File: src/rtl/operand_fetch_stage.sv
// Operand fetch stage: reads an operand pair from dual-port data memory, queues it, then steps the fetch unit.
// Optional build macro OPFETCH_STATS_EN adds a 16-bit pairs_done push counter port.
module operand_fetch_stage #(
  parameter int unsigned addrsize = 5,
  parameter int unsigned datasize = 8,
  parameter int unsigned depthlog = 2
) (
  input  logic                clk,
  input  logic                preset_n,
  input  logic [addrsize-1:0] addr0,
  input  logic [addrsize-1:0] addr1,
  input  logic                ready,
  output logic [2:0]          ctrlword,
  output logic                mem_rd,
  output logic [addrsize-1:0] mem_addr0,
  output logic [addrsize-1:0] mem_addr1,
  input  logic [datasize-1:0] mem_data0,
  input  logic [datasize-1:0] mem_data1,
  output logic                op_valid,
  input  logic                op_accept,
  output logic [datasize-1:0] op_a,
  output logic [datasize-1:0] op_b,
  output logic [addrsize-1:0] op_base,
  output logic [depthlog:0]   fill
`ifdef OPFETCH_STATS_EN
  ,
  output logic [15:0]         pairs_done
`endif
);

  localparam int unsigned depth = 2 ** depthlog;
  localparam logic [depthlog:0] depth_lvl = {1'b1, {depthlog{1'b0}}};

  typedef enum logic [1:0] {
    IDLE,
    READ,
    CAPTURE,
    STEP
  } state_t;

  state_t state, state_nxt;

  logic                push, pop;
  logic [depthlog-1:0] wr_ptr, rd_ptr;
  logic [datasize-1:0] buf_a    [depth];
  logic [datasize-1:0] buf_b    [depth];
  logic [addrsize-1:0] buf_base [depth];

  always_ff @(posedge clk or negedge preset_n) begin
    if (!preset_n) state <= IDLE;
    else           state <= state_nxt;
  end

  always_comb begin
    state_nxt = state;
    mem_rd    = 1'b0;
    ctrlword  = 3'b000;
    case (state)
      IDLE:    if (ready && (fill < depth_lvl)) state_nxt = READ;
      READ: begin
        mem_rd    = 1'b1;
        state_nxt = CAPTURE;
      end
      CAPTURE: state_nxt = STEP;
      STEP: begin
        ctrlword  = 3'b111;
        state_nxt = IDLE;
      end
      default: state_nxt = IDLE;
    endcase
  end

  // Addresses are captured on the edge entering READ so they are stable for
  // the whole read-strobe cycle, and held afterwards as the entry's tag.
  always_ff @(posedge clk or negedge preset_n) begin
    if (!preset_n) begin
      mem_addr0 <= '0;
      mem_addr1 <= '0;
    end else if ((state == IDLE) && (state_nxt == READ)) begin
      mem_addr0 <= addr0;
      mem_addr1 <= addr1;
    end
  end

  assign push     = (state == CAPTURE);
  assign op_valid = (fill != '0);
  assign pop      = op_valid && op_accept;

  always_ff @(posedge clk or negedge preset_n) begin
    if (!preset_n) begin
      wr_ptr <= '0;
      rd_ptr <= '0;
      fill   <= '0;
    end else begin
      if (push) wr_ptr <= wr_ptr + 1'b1;
      if (pop)  rd_ptr <= rd_ptr + 1'b1;
      case ({push, pop})
        2'b10:   fill <= fill + 1'b1;
        2'b01:   fill <= fill - 1'b1;
        default: fill <= fill;
      endcase
    end
  end

  always_ff @(posedge clk) begin
    if (push) begin
      buf_a[wr_ptr]    <= mem_data0;
      buf_b[wr_ptr]    <= mem_data1;
      buf_base[wr_ptr] <= mem_addr0;
    end
  end

  assign op_a    = buf_a[rd_ptr];
  assign op_b    = buf_b[rd_ptr];
  assign op_base = buf_base[rd_ptr];

`ifdef OPFETCH_STATS_EN
  always_ff @(posedge clk or negedge preset_n) begin
    if (!preset_n)  pairs_done <= '0;
    else if (push)  pairs_done <= pairs_done + 16'd1;
  end
`endif

endmodule

File: config.mk
export PLATFORM = sky130hd
export DESIGN_NAME = operand_fetch_stage
export DESIGN_NICKNAME = d
export VERILOG_FILES = /design/src/rtl/operand_fetch_stage.sv
export SDC_FILE = /design/constraint.sdc
export NUM_CORES = 1
export LEC_CHECK = 0
export CORE_MARGIN = 4
export CORE_UTILIZATION = 40
export DETAILED_ROUTE_END_ITERATION = 10
export GPL_TIMING_DRIVEN = 0
export PLACE_DENSITY = 0.67
export SLEW_MARGIN = 40
export SYNTH_ARGS = -nofsm -noshare
export SYNTH_HDL_FRONTEND = slang
export SYNTH_SLANG_ARGS = --single-unit
File: constraint.sdc
create_clock -name clk -period 2.45 [get_ports clk]
set_input_delay 0.735 -clock clk [delete_from_list [all_inputs] [get_ports clk]]
set_output_delay 0.735 -clock clk [all_outputs]
set_load 0.1 [all_outputs]
==> key figures, run 1 <==
Outcome
  – Status: complete, no violations

Floorplanning
  – Standard cell core area: 0.00973 sq mm
  – Initial Utilization: 0.408
  – Width of the die: 108 um
  – Height of the chip: 108 um
  – Number of standard-cell rows in the floorplan: 36
  – Die footprint: 0.0116 sq mm
  – Ports placed on the boundary: 69

Global routing
  – Remaining global-route overflow: 0
  – GRT Resource Usage Total: 0.125
  – Number of antenna violations at the first check in global routing: 0
  – Maximum number of pins on one net before global-route repair: 22
  – Global-route wire length before repair: 10700 um
  – Vias in the first global route: 1996

Timing
  – Setup-violating endpoint count in the final report: 0
  – Final cycle utilization of the critical path: 0.996
  – Max-slew violations: 0
  – Final hold viol count: 0
  – Max frequency: 0.410 GHz
  – Clock period minus worst slack: 2.44 ns
  – Worst hold slack across all endpoints: 0.306 ns
  – Max Clock Skew: 0.00878 ns
  – Setup repair after global routing missed its margin: true
  – Relative slew slack: 0.546
  – Slew of the pin with the lowest slew margin: 0.681 ns

Routing
  – Total Routed Length: 6700 um
  – DRC viols: 0
  – Detailed-router iteration count before antenna repair: 4
  – Per-cell routed wire length: 16.6 um
  – DR vias/cell: 4.67
  – Vias: 1885
  – Antenna Nets Post-Route: 0
  – Detailed router's first-iteration violation count: 98

Synthesis
  – Per-instance average area after synthesis: 21.5 sq um
  – Number of nets produced by synthesis: 226
  – Post-synthesis cell count: 185
  – Number of enable flip-flop cells after synthesis: 84
  – Share of flip-flops with an asynchronous set or reset after synthesis: 0.184
  – Flop and latch count out of synthesis: 103
  – Main flop type after synthesis: edfxtp_1
  – Syn. warnings: 0
  – Distinct cells, synth: 23
  – Post-Synthesis Cell Area: 0.00397 sq mm
  – Sequential-to-total area share from yosys stat: 0.755

Worst setup path
  – Critical Path Start Type: flop
  – Path type of the worst setup path: reg2out
  – Crit-path slowest cell: mux4_2
  – Sort of element at the end of the critical path: output pin
  – Worst-path maximum fanout: 10
  – Worst path top cell family by delay: multiplexers
  – Required @ worst endpoint: 1.71 ns
  – Delay of the slowest critical-path stage: 0.52 ns
  – Critical path arrival: 1.71 ns
  – Combined buffer and inverter count along the critical path: 2
  – Critical path, cell by cell: buf_12 > mux4_2 > buf_6

Final layout
  – Fill cells: 805
  – Util after Layout: 0.516
  – Most frequent standard cell in the layout excluding fill and tap cells: edfxtp_1
  – Nets: 307
  – Layout Area Growth over Synthesis: 26.4%
  – Total non-filler cell area in the finished layout: 0.00502 sq mm
  – Fraction of final layout cells sized beyond drive strength 1: 0.380
  – Commonest cells after routing, fill and taps aside: edfxtp_1 (84), clkdlybuf4s50_1 (28), buf_2 (21), mux4_2 (21), buf_6 (19)
  – Antenna diode instance count: 0

Placement
  – RD Place Congestion: 0.650
  – DP Area: 0.00463 sq mm
  – Buffers added on ports: 68
  – HPWL after detailed placement: 4270 um

Clocking
  – CTS H-Tree Depth: 3
  – Number of buffers created by CTS: 9
  – Worst-path clk slew: 0.10 ns
  – Clock net sink count: 103
  – Clock network latency to the later pin of the worst-skew pair: 0.37 ns
  – Longest Clk Path Bufs: 2
  – Clock tree from TritonCTS: yes
  – Root Buffer Master: clkbuf_8

Worst hold path
  – Tightest Hold Check Type: in2async

Job
  – Max-cap check violation count: 0
cells by family after synthesis:
family	after synthesis	share of synthesized area
flip-flops	103	0.755
multiplexers	31	0.148
buffers and inverters	17	0.0189
AND/OR/NAND/NOR	12	0.0154
adder cells (fa/ha/maj)	11	0.0366
XOR/XNOR	6	0.0132
AO/OA/AOI/OAI	5	0.0129
stage by stage:
stage          setup slack [ns]  TNS, ns  instances
4_1_cts                 -0.0238   -0.169        404
3_3_place_gp             -0.876   -17.60        386
6_report                0.00868        0        404
3_5_place_dp             -0.167    -3.41        386
2_1_floorplan            0.0361        0        185
5_1_grt                 -0.0715    -1.12        404
repair_timing:
item	in CTS	in global routing
hold buffers	0	0
setup buffers	3	0
endpoints found under the setup margin	21	21
gates resized for setup	56	2
worst paths after layout:
kind | from | end | depth (start not counted) | slack, ns
worst max-delay path | rd_ptr[0]$_DFFE_PN0P_ | op_b[5] | 3 | 0.009
worst min-delay path | preset_n | mem_addr1[1]$_DFFE_PN0P_ | 1 | 0.31
worst max register to register | state[0]$_DFF_PN0_ | mem_addr1[2]$_DFFE_PN0P_ | 6 | 0.26
worst min register to register | mem_addr1[0]$_DFFE_PN0P_ | mem_addr1[0]$_DFFE_PN0P_ | 1 | 0.51
max in group asynchronous | preset_n | rd_ptr[0]$_DFFE_PN0P_ | 1 | 1.80
min in group clk | mem_addr1[0]$_DFFE_PN0P_ | mem_addr1[0]$_DFFE_PN0P_ | 1 | 0.51
sequential cells by signal, indices dropped and copies added, names as in the netlist:
signal and count:
buf_b 32, buf_base 20, mem_addr0 5, buf_a 32
state 2, mem_addr1 5, wr_ptr 2, rd_ptr 2
fill 3
final cells by class:
class	count	area (sq um)	share of cell area
inverter	9	33.8	0.00673
clock buffer	9	124	0.0247
tap	133	166	0.0332
sequential	103	3000	0.598
multi-input combinational	65	906	0.181
buffer	7	72.6	0.0145
clock inverter	7	62.6	0.0125
timing repair buffer	71	652	0.130
worst register-to-register path, delay by kind of cell, from the launching register on:
| family | cells | cell delay (ns) |
|---|---|---|
| flops | 1 | 0.41 |
| compound gates | 1 | 0.64 |
| mux | 1 | 0.41 |
| buf+inv | 2 | 0.35 |
| fa+ha+maj | 1 | 0.17 |
| simple gates | 1 | 0.10 |
Yosys cell counts (2+ instances only):
cell type,n,area share
xnor2_1,3,0.0066
mux2_2,9,0.026
and2_1,4,0.0063
buf_4,2,0.0038
xor2_1,3,0.0066
ha_1,10,0.032
nor2_1,2,0.0019
nand2b_1,2,0.0032
nand2_1,3,0.0028
buf_2,3,0.0038
inv_1,9,0.0085
edfxtp_1,84,0.64
buf_1,2,0.0019
mux4_2,21,0.12
o21ai_0,2,0.0025
dfrtp_1,19,0.12
metal layers:
layer  global-route usage  routed length (um)
met1                0.158                2930
met2                0.202                3280
met3               0.0366                 384
met4               0.0514                 108
met5                    0                   0
Power of run 1 is left out: the tool's default activity adds up to more than one toggle a clock period on the data nets, which glitch-free logic cannot reach.
==> inputs of run 2 (changes only) <==
Settings changed: PLACE_DENSITY 0.67 to 0.71.
==> run 2 against run 1 <==
The flow now finishes with violations (negative setup slack). Register-to-register slack improved by 0.05 ns. Wire length decreased by 1.5%. Critical path depth unchanged.
==> key figures, run 2 (same netlist as run 1, synthesis figures left out) <==
Outcome
  – Status: complete, but fails checks
  – Failing checks: negative setup slack

Worst hold path
  – Tightest Hold Check Type: in2async

Placement
  – RD Place Congestion: 0.690 (+6.1%)
  – DP Area: 0.00463 sq mm (unchanged)
  – HPWL after detailed placement: 4200 um (-1.5%)
  – Buffers added on ports: 68 (unchanged)

Clocking
  – Clock network latency to the later pin of the worst-skew pair: 0.37 ns (about the same)
  – Longest Clk Path Bufs: 2 (unchanged)
  – Clock net sink count: 103 (unchanged)
  – Clock tree from TritonCTS: yes
  – Hold_buf cts: 0 (unchanged)
  – CTS H-Tree Depth: 3 (unchanged)
  – Root Buffer Master: clkbuf_8
  – Number of buffers created by CTS: 9 (unchanged)
  – Worst-path clk slew: 0.10 ns (about the same)

Final layout
  – Commonest cells after routing, fill and taps aside: edfxtp_1 (84), clkdlybuf4s50_1 (28), mux4_2 (21)
  – Total non-filler cell area in the finished layout: 0.00503 sq mm (+0.27%)
  – Most frequent standard cell in the layout excluding fill and tap cells: edfxtp_1
  – Nets: 306 (-0.33%)
  – Antenna diode instance count: 0 (unchanged)
  – Fraction of final layout cells sized beyond drive strength 1: 0.378 (-0.00230)
  – Layout Area Growth over Synthesis: 26.7%
  – Largest regs: buf_a: 32 flops, buf_b: 32 flops, buf_base: 20 flops

Worst setup path
  – Crit-path slowest cell: mux4_2
  – Critical path arrival: 1.73 ns (+0.02 ns)
  – Required @ worst endpoint: 1.71 ns (about the same)
  – Critical Path Start Type: flop
  – WP depth: 3 (unchanged)
  – Worst path top cell family by delay: multiplexers
  – Delay of the slowest critical-path stage: 0.53 ns (about the same)
  – Critical path, cell by cell: buf_12 > mux4_2 > buf_6
  – Sort of element at the end of the critical path: output pin
  – Combined buffer and inverter count along the critical path: 2 (unchanged)
  – Path type of the worst setup path: reg2out
  – Worst-path maximum fanout: 10 (unchanged)
  – Logic depth of the worst register-to-register path: 6 (unchanged)

Job
  – Max-cap check violation count: 0 (unchanged)

Routing
  – Detailed-router iteration count before antenna repair: 4 (unchanged)
  – Antenna Nets Post-Route: 0 (unchanged)
  – Total Routed Length: 6600 um (-1.5%)
  – Detailed router's first-iteration violation count: 61 (-38%)
  – DR vias/cell: 4.74 (+1.5%)
  – Per-cell routed wire length: 16.4 um (-1.2%)
  – DRC viols: 0 (unchanged)
  – Vias: 1909 (+1.3%)

Timing
  – Max-slew violations: 0 (unchanged)
  – Final cycle utilization of the critical path: 1.01 (+0.0104)
  – Max Clock Skew: 0.0146 ns (+0.00582 ns)
  – Max frequency: 0.405 GHz (-1.0%)
  – Final setup slack of the worst path: -0.0169 ns (-0.0256 ns)
  – Slew of the pin with the lowest slew margin: 0.652 ns (-0.0290 ns)
  – Setup repair after global routing missed its margin: true
  – Relative slew slack: 0.565 (+0.0193)
  – Final hold viol count: 0 (unchanged)
  – Clock period minus worst slack: 2.47 ns (+0.0256 ns)
  – Setup-violating endpoint count in the final report: 2 (+2)

Floorplanning
  – Width of the die: 108 um (unchanged)
  – Initial Utilization: 0.408 (unchanged)
  – Ports placed on the boundary: 69 (unchanged)
  – Number of standard-cell rows in the floorplan: 36 (unchanged)
  – Height of the chip: 108 um (unchanged)
  – Die footprint: 0.0116 sq mm (unchanged)
  – Standard cell core area: 0.00973 sq mm (unchanged)

Global routing
  – GRT Resource Usage Total: 0.123 (-0.00167)
  – Global-route wire length before repair: 10500 um (-1.7%)
  – Number of antenna violations at the first check in global routing: 0 (unchanged)
  – Vias in the first global route: 2048 (+2.6%)
  – Remaining global-route overflow: 0 (unchanged)
  – Maximum number of pins on one net before global-route repair: 22 (unchanged)
run 2: cell count changes in the layout (fill, tap and decap cells not counted), sizes merged:
| cell | previous run | this run |
|---|---|---|
| clkbuf | 9 | 10 |
| inv | 14 | 11 |
| clkinvlp | 0 | 1 |
| clkinv | 2 | 3 |
| buf | 50 | 48 |
| bufinv | 0 | 1 |
run 2: layer usage:
layer  GRT usage  share of wire  vias to the layer above
li1            -              -                      882
met1       0.157           0.43                      966
met2       0.198           0.49                       52
met3      0.0426          0.063                        9
met4      0.0433          0.013                        0
met5           0              0                        -
run 2: layout make-up:
cell class / instances / area, sq um
clock inverters: 7 / 91.3
flip-flops and latches: 103 / 3000
repair buffers: 70 / 634
inverters: 9 / 33.8
clock buffers: 9 / 124
fillers: 815 / 4700
multi-input cells: 65 / 906
plain buffers: 7 / 75.1
well taps: 133 / 166
run 2: stage by stage:
| step | std cells | util | hold WS (ns) | TNS (ns) | worst slack, ns |
|---|---|---|---|---|---|
| after global placement | 386 | 0.495 | 0.490 | -17.65 | -0.887 |
| after floorplan | 185 | - | 0.439 | 0 | 0.0361 |
| final | 403 | 0.517 | 0.294 | -0.0173 | -0.0169 |
| after CTS | 403 | 0.515 | 0.298 | -0.280 | -0.0361 |
| after global routing | 403 | 0.517 | 0.306 | -1.16 | -0.0732 |
| after detailed placement | 386 | 0.475 | 0.496 | -3.99 | -0.232 |
run 2: timing repair:
action                                  CTS  global route
gates resized for setup                  52             5
endpoints found under the setup margin   21            21
buffers inserted                          2             0
pin swaps                                 0             0
run 2: final timing paths:
path                                           from                       end  slack [ns]
max reg2reg                      state[0]$_DFF_PN0_  mem_addr1[3]$_DFFE_PN0P_        0.31
max                           rd_ptr[0]$_DFFE_PN0P_                   op_b[4]       -0.02
min in group clk           mem_addr1[1]$_DFFE_PN0P_  mem_addr1[1]$_DFFE_PN0P_        0.52
min                                        preset_n  mem_addr1[4]$_DFFE_PN0P_        0.29
max in group asynchronous                  preset_n     rd_ptr[0]$_DFFE_PN0P_        1.82
min reg2reg                mem_addr1[1]$_DFFE_PN0P_  mem_addr1[1]$_DFFE_PN0P_        0.52
Power of run 2 is left out for the same reason.
==> inputs of run 3 (changes only) <==
Settings changed: HOLD_SLACK_MARGIN set to 0.02.
==> results of run 3 <==
No change in the layout: final DEF, timing and power equal those of run 2.
Power of run 3 is left out for the same reason.
